[config.mk]
export PLATFORM = sky130hd
export DESIGN_NAME = seq_addsub
export DESIGN_NICKNAME = d
export VERILOG_FILES = /design/src/rtl/seq_addsub_pkg.sv /design/src/rtl/seq_addsub_chunk.sv /design/src/rtl/seq_addsub.sv
export SDC_FILE = /design/constraint.sdc
export NUM_CORES = 1
export LEC_CHECK = 0
export CORE_MARGIN = 2
export CORE_UTILIZATION = 45
export DETAILED_ROUTE_END_ITERATION = 7
export GPL_TIMING_DRIVEN = 0
export PLACE_DENSITY = 0.72
export SLEW_MARGIN = 10
export SYNTH_ARGS = -nofsm -noshare
export SYNTH_HDL_FRONTEND = slang
export SYNTH_HIERARCHICAL = 1
export SYNTH_SLANG_ARGS = --single-unit
[constraint.sdc]
create_clock -name clk -period 5.2 [get_ports clk]
set_input_delay 1.04 -clock clk [delete_from_list [all_inputs] [get_ports clk]]
set_output_delay 1.04 -clock clk [all_outputs]
set_load 0.01 [all_outputs]
[src/rtl/seq_addsub_pkg.sv]
// seq_addsub shared definitions: FSM encoding and
// chunk-count / index-width helpers.
package seq_addsub_pkg;

    typedef enum logic [1:0] {
        S_IDLE = 2'd0,
        S_RUN  = 2'd1,
        S_DONE = 2'd2
    } state_e;

    function automatic int nchunk(input int w, input int c);
        return w / c;
    endfunction

    function automatic int idx_width(input int n);
        return (n <= 1) ? 1 : $clog2(n);
    endfunction

    function automatic bit cfg_ok(input int w, input int c);
        return (c >= 1) && (c <= w) && ((w % c) == 0);
    endfunction

endpackage

[src/rtl/seq_addsub_chunk.sv]
// CHUNK-bit combinational ripple adder of full-adder cells.
// Exposes the carry into its top bit for overflow detection.
module seq_addsub_chunk #(
    parameter int CHUNK = 4
) (
    input  logic [CHUNK-1:0] a_i,
    input  logic [CHUNK-1:0] b_i,
    input  logic             cin_i,
    output logic [CHUNK-1:0] sum_o,
    output logic             cout_o,
    output logic             c_msb_in_o
);

    logic c [0:CHUNK];

    assign c[0] = cin_i;

    for (genvar i = 0; i < CHUNK; i++) begin : g_fa
        assign sum_o[i] = a_i[i] ^ b_i[i] ^ c[i];
        assign c[i+1]   = (a_i[i] & b_i[i]) | (c[i] & (a_i[i] ^ b_i[i]));
    end

    assign cout_o     = c[CHUNK];
    assign c_msb_in_o = c[CHUNK-1];

endmodule

[src/rtl/seq_addsub.sv]
// Multi-cycle adder/subtractor: one CHUNK-bit slice per clock,
// LSB first, with start/busy/done handshake.
module seq_addsub
    import seq_addsub_pkg::*;
#(
    parameter int WIDTH = 16,
    parameter int CHUNK = 4
) (
    input  logic             clk,
    input  logic             reset,
    input  logic             start,
    input  logic             sub,
    input  logic [WIDTH-1:0] a,
    input  logic [WIDTH-1:0] b,
    input  logic             cin,
    output logic             busy,
    output logic             done,
    output logic [WIDTH-1:0] s,
    output logic             cout,
    output logic             ovf
);

    localparam int NCHUNK = nchunk(WIDTH, CHUNK);
    localparam int IW     = idx_width(NCHUNK);

    if (!cfg_ok(WIDTH, CHUNK)) begin : g_bad_cfg
        $error("seq_addsub: WIDTH must be a multiple of CHUNK");
    end

    state_e           state_q, state_d;
    logic [WIDTH-1:0] a_q, a_d;
    logic [WIDTH-1:0] b_q, b_d;
    logic             carry_q, carry_d;
    logic [IW-1:0]    idx_q, idx_d;
    logic [WIDTH-1:0] s_q, s_d;
    logic             cout_q, cout_d;
    logic             ovf_q, ovf_d;

    logic [CHUNK-1:0] a_c, b_c, sum_c;
    logic             c_out, c_msb;
    logic             last_c;

    // Select the operand slice addressed by the chunk index.
    always_comb begin
        a_c = '0;
        b_c = '0;
        for (int i = 0; i < NCHUNK; i++) begin
            if (idx_q == IW'(i)) begin
                a_c = a_q[i*CHUNK +: CHUNK];
                b_c = b_q[i*CHUNK +: CHUNK];
            end
        end
    end

    assign last_c = (idx_q == IW'(NCHUNK - 1));

    seq_addsub_chunk #(
        .CHUNK (CHUNK)
    ) u_chunk (
        .a_i        (a_c),
        .b_i        (b_c),
        .cin_i      (carry_q),
        .sum_o      (sum_c),
        .cout_o     (c_out),
        .c_msb_in_o (c_msb)
    );

    // Next-state: accept in IDLE, one chunk per RUN edge, pulse DONE.
    always_comb begin
        state_d = state_q;
        a_d     = a_q;
        b_d     = b_q;
        carry_d = carry_q;
        idx_d   = idx_q;
        s_d     = s_q;
        cout_d  = cout_q;
        ovf_d   = ovf_q;
        unique case (state_q)
            S_IDLE: begin
                if (start) begin
                    a_d     = a;
                    b_d     = sub ? ~b : b;
                    carry_d = sub ? 1'b1 : cin;
                    idx_d   = '0;
                    s_d     = '0;
                    cout_d  = 1'b0;
                    ovf_d   = 1'b0;
                    state_d = S_RUN;
                end
            end
            S_RUN: begin
                carry_d = c_out;
                for (int i = 0; i < NCHUNK; i++) begin
                    if (idx_q == IW'(i)) begin
                        s_d[i*CHUNK +: CHUNK] = sum_c;
                    end
                end
                if (last_c) begin
                    cout_d  = c_out;
                    ovf_d   = c_msb ^ c_out;
                    state_d = S_DONE;
                end else begin
                    idx_d = idx_q + IW'(1);
                end
            end
            S_DONE: begin
                state_d = S_IDLE;
            end
            default: begin
                state_d = S_IDLE;
            end
        endcase
    end

    // State and datapath registers, cleared asynchronously.
    always_ff @(posedge clk or posedge reset) begin
        if (reset) begin
            state_q <= S_IDLE;
            a_q     <= '0;
            b_q     <= '0;
            carry_q <= 1'b0;
            idx_q   <= '0;
            s_q     <= '0;
            cout_q  <= 1'b0;
            ovf_q   <= 1'b0;
        end else begin
            state_q <= state_d;
            a_q     <= a_d;
            b_q     <= b_d;
            carry_q <= carry_d;
            idx_q   <= idx_d;
            s_q     <= s_d;
            cout_q  <= cout_d;
            ovf_q   <= ovf_d;
        end
    end

    assign busy = (state_q != S_IDLE);
    assign done = (state_q == S_DONE);
    assign s    = s_q;
    assign cout = cout_q;
    assign ovf  = ovf_q;

endmodule

==> results.yml <==
status:
  status: "finished clean"
global_route:
  grt_pass1_wl_um: 9650
  grt_pass1_vias: 1933
  grt-ovfl-total: 0
  grt_start_max_net_pins: 40
  grt_usage_pct: 19.1
  antenna_found_initial: 0
sta:
  finClkSkew_ps: 9.24
  setup_viol: 0
  slew_viol_final: 0
  rsz0062_at_grt: "no"
  slew_headroom_pct: 69.6
  tightest_slew_ps: 455
  timing.setup.tns_ps: 0
  final.period_utilization_pct: 71.4
  whs_ps: 498
  clock.fmax_mhz: 269
  period_needed_ps: 3710
  finalHoldViolations: 0
drt:
  route.antenna.remaining_nets: 0
  wl_per_cell_um: 15.6
  vias: 1986
  wl_um: 5860
  dr.first_iter.drc_count: 101
  drt-pass1-iter-count: 4
  route.detailed.drc: 0
  viasPerCell: 5.28
floorplanning:
  design.die.area_um2: 6780
  fp.coreArea_um2: 5920
  start_util_pct: 46.6
  die_y_um: 82.3
  dieWidth_um: 82.3
  pin_count: 57
  rows: 28
logic_synthesis:
  synth_edf_count: 0
  synth_area_um2: 2760
  synth_top_cell_by_area: "dfrtp_1"
  postSynthAreaPerCell_um2: 11.6
  synthTopCellsByArea: "dfrtp_1 (50%), a22o_1 (7.6%), mux2_4 (5.4%)"
  synth-seq-area-share_pct: 49.9
  yosys.cell_types.count: 31
  synth_flop_cell: "dfrtp_1"
  syn_nets: 282
  async_flop_share_pct: 100
  synth_top_cell_area_share_pct: 49.9
  ys_ff_latch: 55
  ys_top_cells_by_count: "dfrtp_1 (55), a22o_1 (24), nor2_1 (21)"
  yosysWarnings: 6
  synthCells: 237
  synth.most_common_cell: "dfrtp_1"
job:
  cap_violations: 0
setup_path:
  start_kind: "flop"
  cp_top_family: "adder cells"
  r2r-start: "idx_q[0]"
  worstPathMaxFanout: 10
  path_buf_inv: 4
  crit_required_ps: 5410
  end_kind: "flop"
  reg2reg_slack_ps: 1490
  startpoint: "idx_q[0]"
  crit_slowest_cell: "fa_1"
  crit_type: "reg -> reg"
  rr_worst_depth: 13
  crit_chain: "inv_1, ha_1, buf_2, a221oi_1, o31ai_1, fa_1, inv_1, fa_1, fa_1, inv_1, fa_1, a22o_1, a22o_1"
  crit_path_frequent_cell: "fa_1"
  critPathArrivalTime_ps: 3920
  max_stage_delay_ps: 490
  r2r-end: "s[15]"
cells_and_area:
  multi_input_area_um2: 1200
  areaGrowthSynthToFinish_pct: 28.9
  nets: 345
  drive_gt1_share_pct: 12.6
  ff_latch_area_um2: 1380
  diodes: 0
  fillers: 506
  fin_area_um2: 3560
pwr:
  p_leak_nw: 1.54
  p_per_area_nw_per_um2: 668
  worst_ir_drop_vdd_mv: 0.372
cts:
  cts_sinks: 55
  clk_latency_ps: 310
  postCtsSetupRepairBufs: 0
  tritoncts: "built"
  hold_buffers: 0
  clk_pin_slew_worst_paths_ps: 100
  numCtsBuffers: 5
  cts_buffer_depth: 2
  htreeDepth: 2
  cts_root_buf: "clkbuf_8"
  cts_resized: 0
placement:
  gp_congestion: 0.834
  port_buffers: 55
  place_hpwl_um: 4330
  place_area_um2: 3420
min_path:
  min_path_cells: 1
  min_path_type: "reg -> reg"
  hold_end: "a_q[13]"
  hp-start: "a_q[13]"
[stage by stage]
stage / setup slack (ps) / total power [mW] / instances / utilization [%]
global placement: 1540 / 2.00 / 367 / 57.5
global route: 1260 / 2.56 / 376 / 60.1
finish: 1490 / 2.37 / 376 / 60.1
floorplan: 1930 / 1.64 / 237 / -
detailed placement: 1490 / 2.06 / 368 / 57.8
CTS: 1480 / 2.39 / 376 / 60.1
[logic make-up (layout without fill, tap and decap cells)]
| group | count (synthesis) | in the layout | synth area share (%) |
|---|---|---|---|
| compound gates | 63 | 63 | 16.6 |
| flops | 55 | 55 | 49.9 |
| simple gates | 49 | 49 | 8.98 |
| buf+inv | 29 | 93 | 6.53 |
| xor+xnor | 17 | 17 | 5.39 |
| mux | 16 | 16 | 7.89 |
| fa+ha+maj | 8 | 8 | 4.71 |
[cell usage in the layout (no fill, tap or decap), drive strengths merged]
| cell | synthesis | layout |
|---|---|---|
| fa | 4 | 4 |
| clkbuf | 1 | 7 |
| xnor2 | 16 | 16 |
| buf | 13 | 14 |
| mux2 | 16 | 16 |
| or2 | 1 | 1 |
| bufinv | 0 | 2 |
| a22o | 24 | 24 |
| and3b | 3 | 3 |
| o21ai | 4 | 4 |
| a221oi | 7 | 7 |
| clkdlybuf4s50 | 0 | 55 |
| nand2 | 11 | 11 |
| dfrtp | 55 | 55 |
| nor3b | 2 | 2 |
| o21bai | 1 | 1 |
| and2b | 1 | 1 |
| nand2b | 1 | 1 |
| o31ai | 7 | 7 |
| inv | 15 | 15 |
| a21oi | 18 | 18 |
| nor2b | 9 | 9 |
| a32oi | 1 | 1 |
| xor2 | 1 | 1 |
| nor2 | 21 | 21 |
| ha | 4 | 4 |
| o221ai | 1 | 1 |
[sequential cells by signal, summed over array words and instances (netlist names)]
signal / count
ovf: 1
idx_q: 2
a_q: 16
s: 16
cout: 1
state_q: 2
carry_q: 1
b_q: 16
[worst reg2reg max path, delay by kind of cell (launching register included)]
| kind | cells | cell delay (ps) |
|---|---|---|
| flip-flops | 1 | 420 |
| buffers and inverters | 4 | 550 |
| adder cells (fa/ha/maj) | 5 | 1820 |
| AO/OA/AOI/OAI | 4 | 830 |
[power by group]
| group | switching, mW | internal (mW) |
|---|---|---|
| sequential | 0.121 | 0.621 |
| combinational | 0.679 | 0.625 |
| clock | 0.137 | 0.192 |
| total | 0.936 | 1.44 |
[final cells by class]
class,count,share of cell area [%]
Buffer,14,3.48
Clock buffer,6,2.04
Clock inverter,2,1.69
Inverter,15,1.58
Multi-Input combinational cell,153,33.8
Sequential cell,55,38.7
Tap cell,75,2.64
Timing Repair Buffer,56,16.0
[worst max-delay path by stage]
stage / to / slack (ps) / cells past startpoint
2_1_floorplan: s[15] / 1930 / 13
3_3_place_gp: s[15] / 1540 / 13
3_5_place_dp: s[15] / 1490 / 13
4_1_cts: s[15] / 1480 / 13
5_1_grt: s[15] / 1260 / 13
6_report: s[15] / 1490 / 13
[routing by layer]
layer  track usage (%)  vias to the layer above  share of wire [%]
met1              26.5                      962                 44
met5                 0                        -                  0
met2              31.1                       64                 49
met4              5.00                        0                1.3
li1                  -                      951                  -
met3              3.26                        9                5.4
No activity file was read; power rests on OpenSTA's default activity.
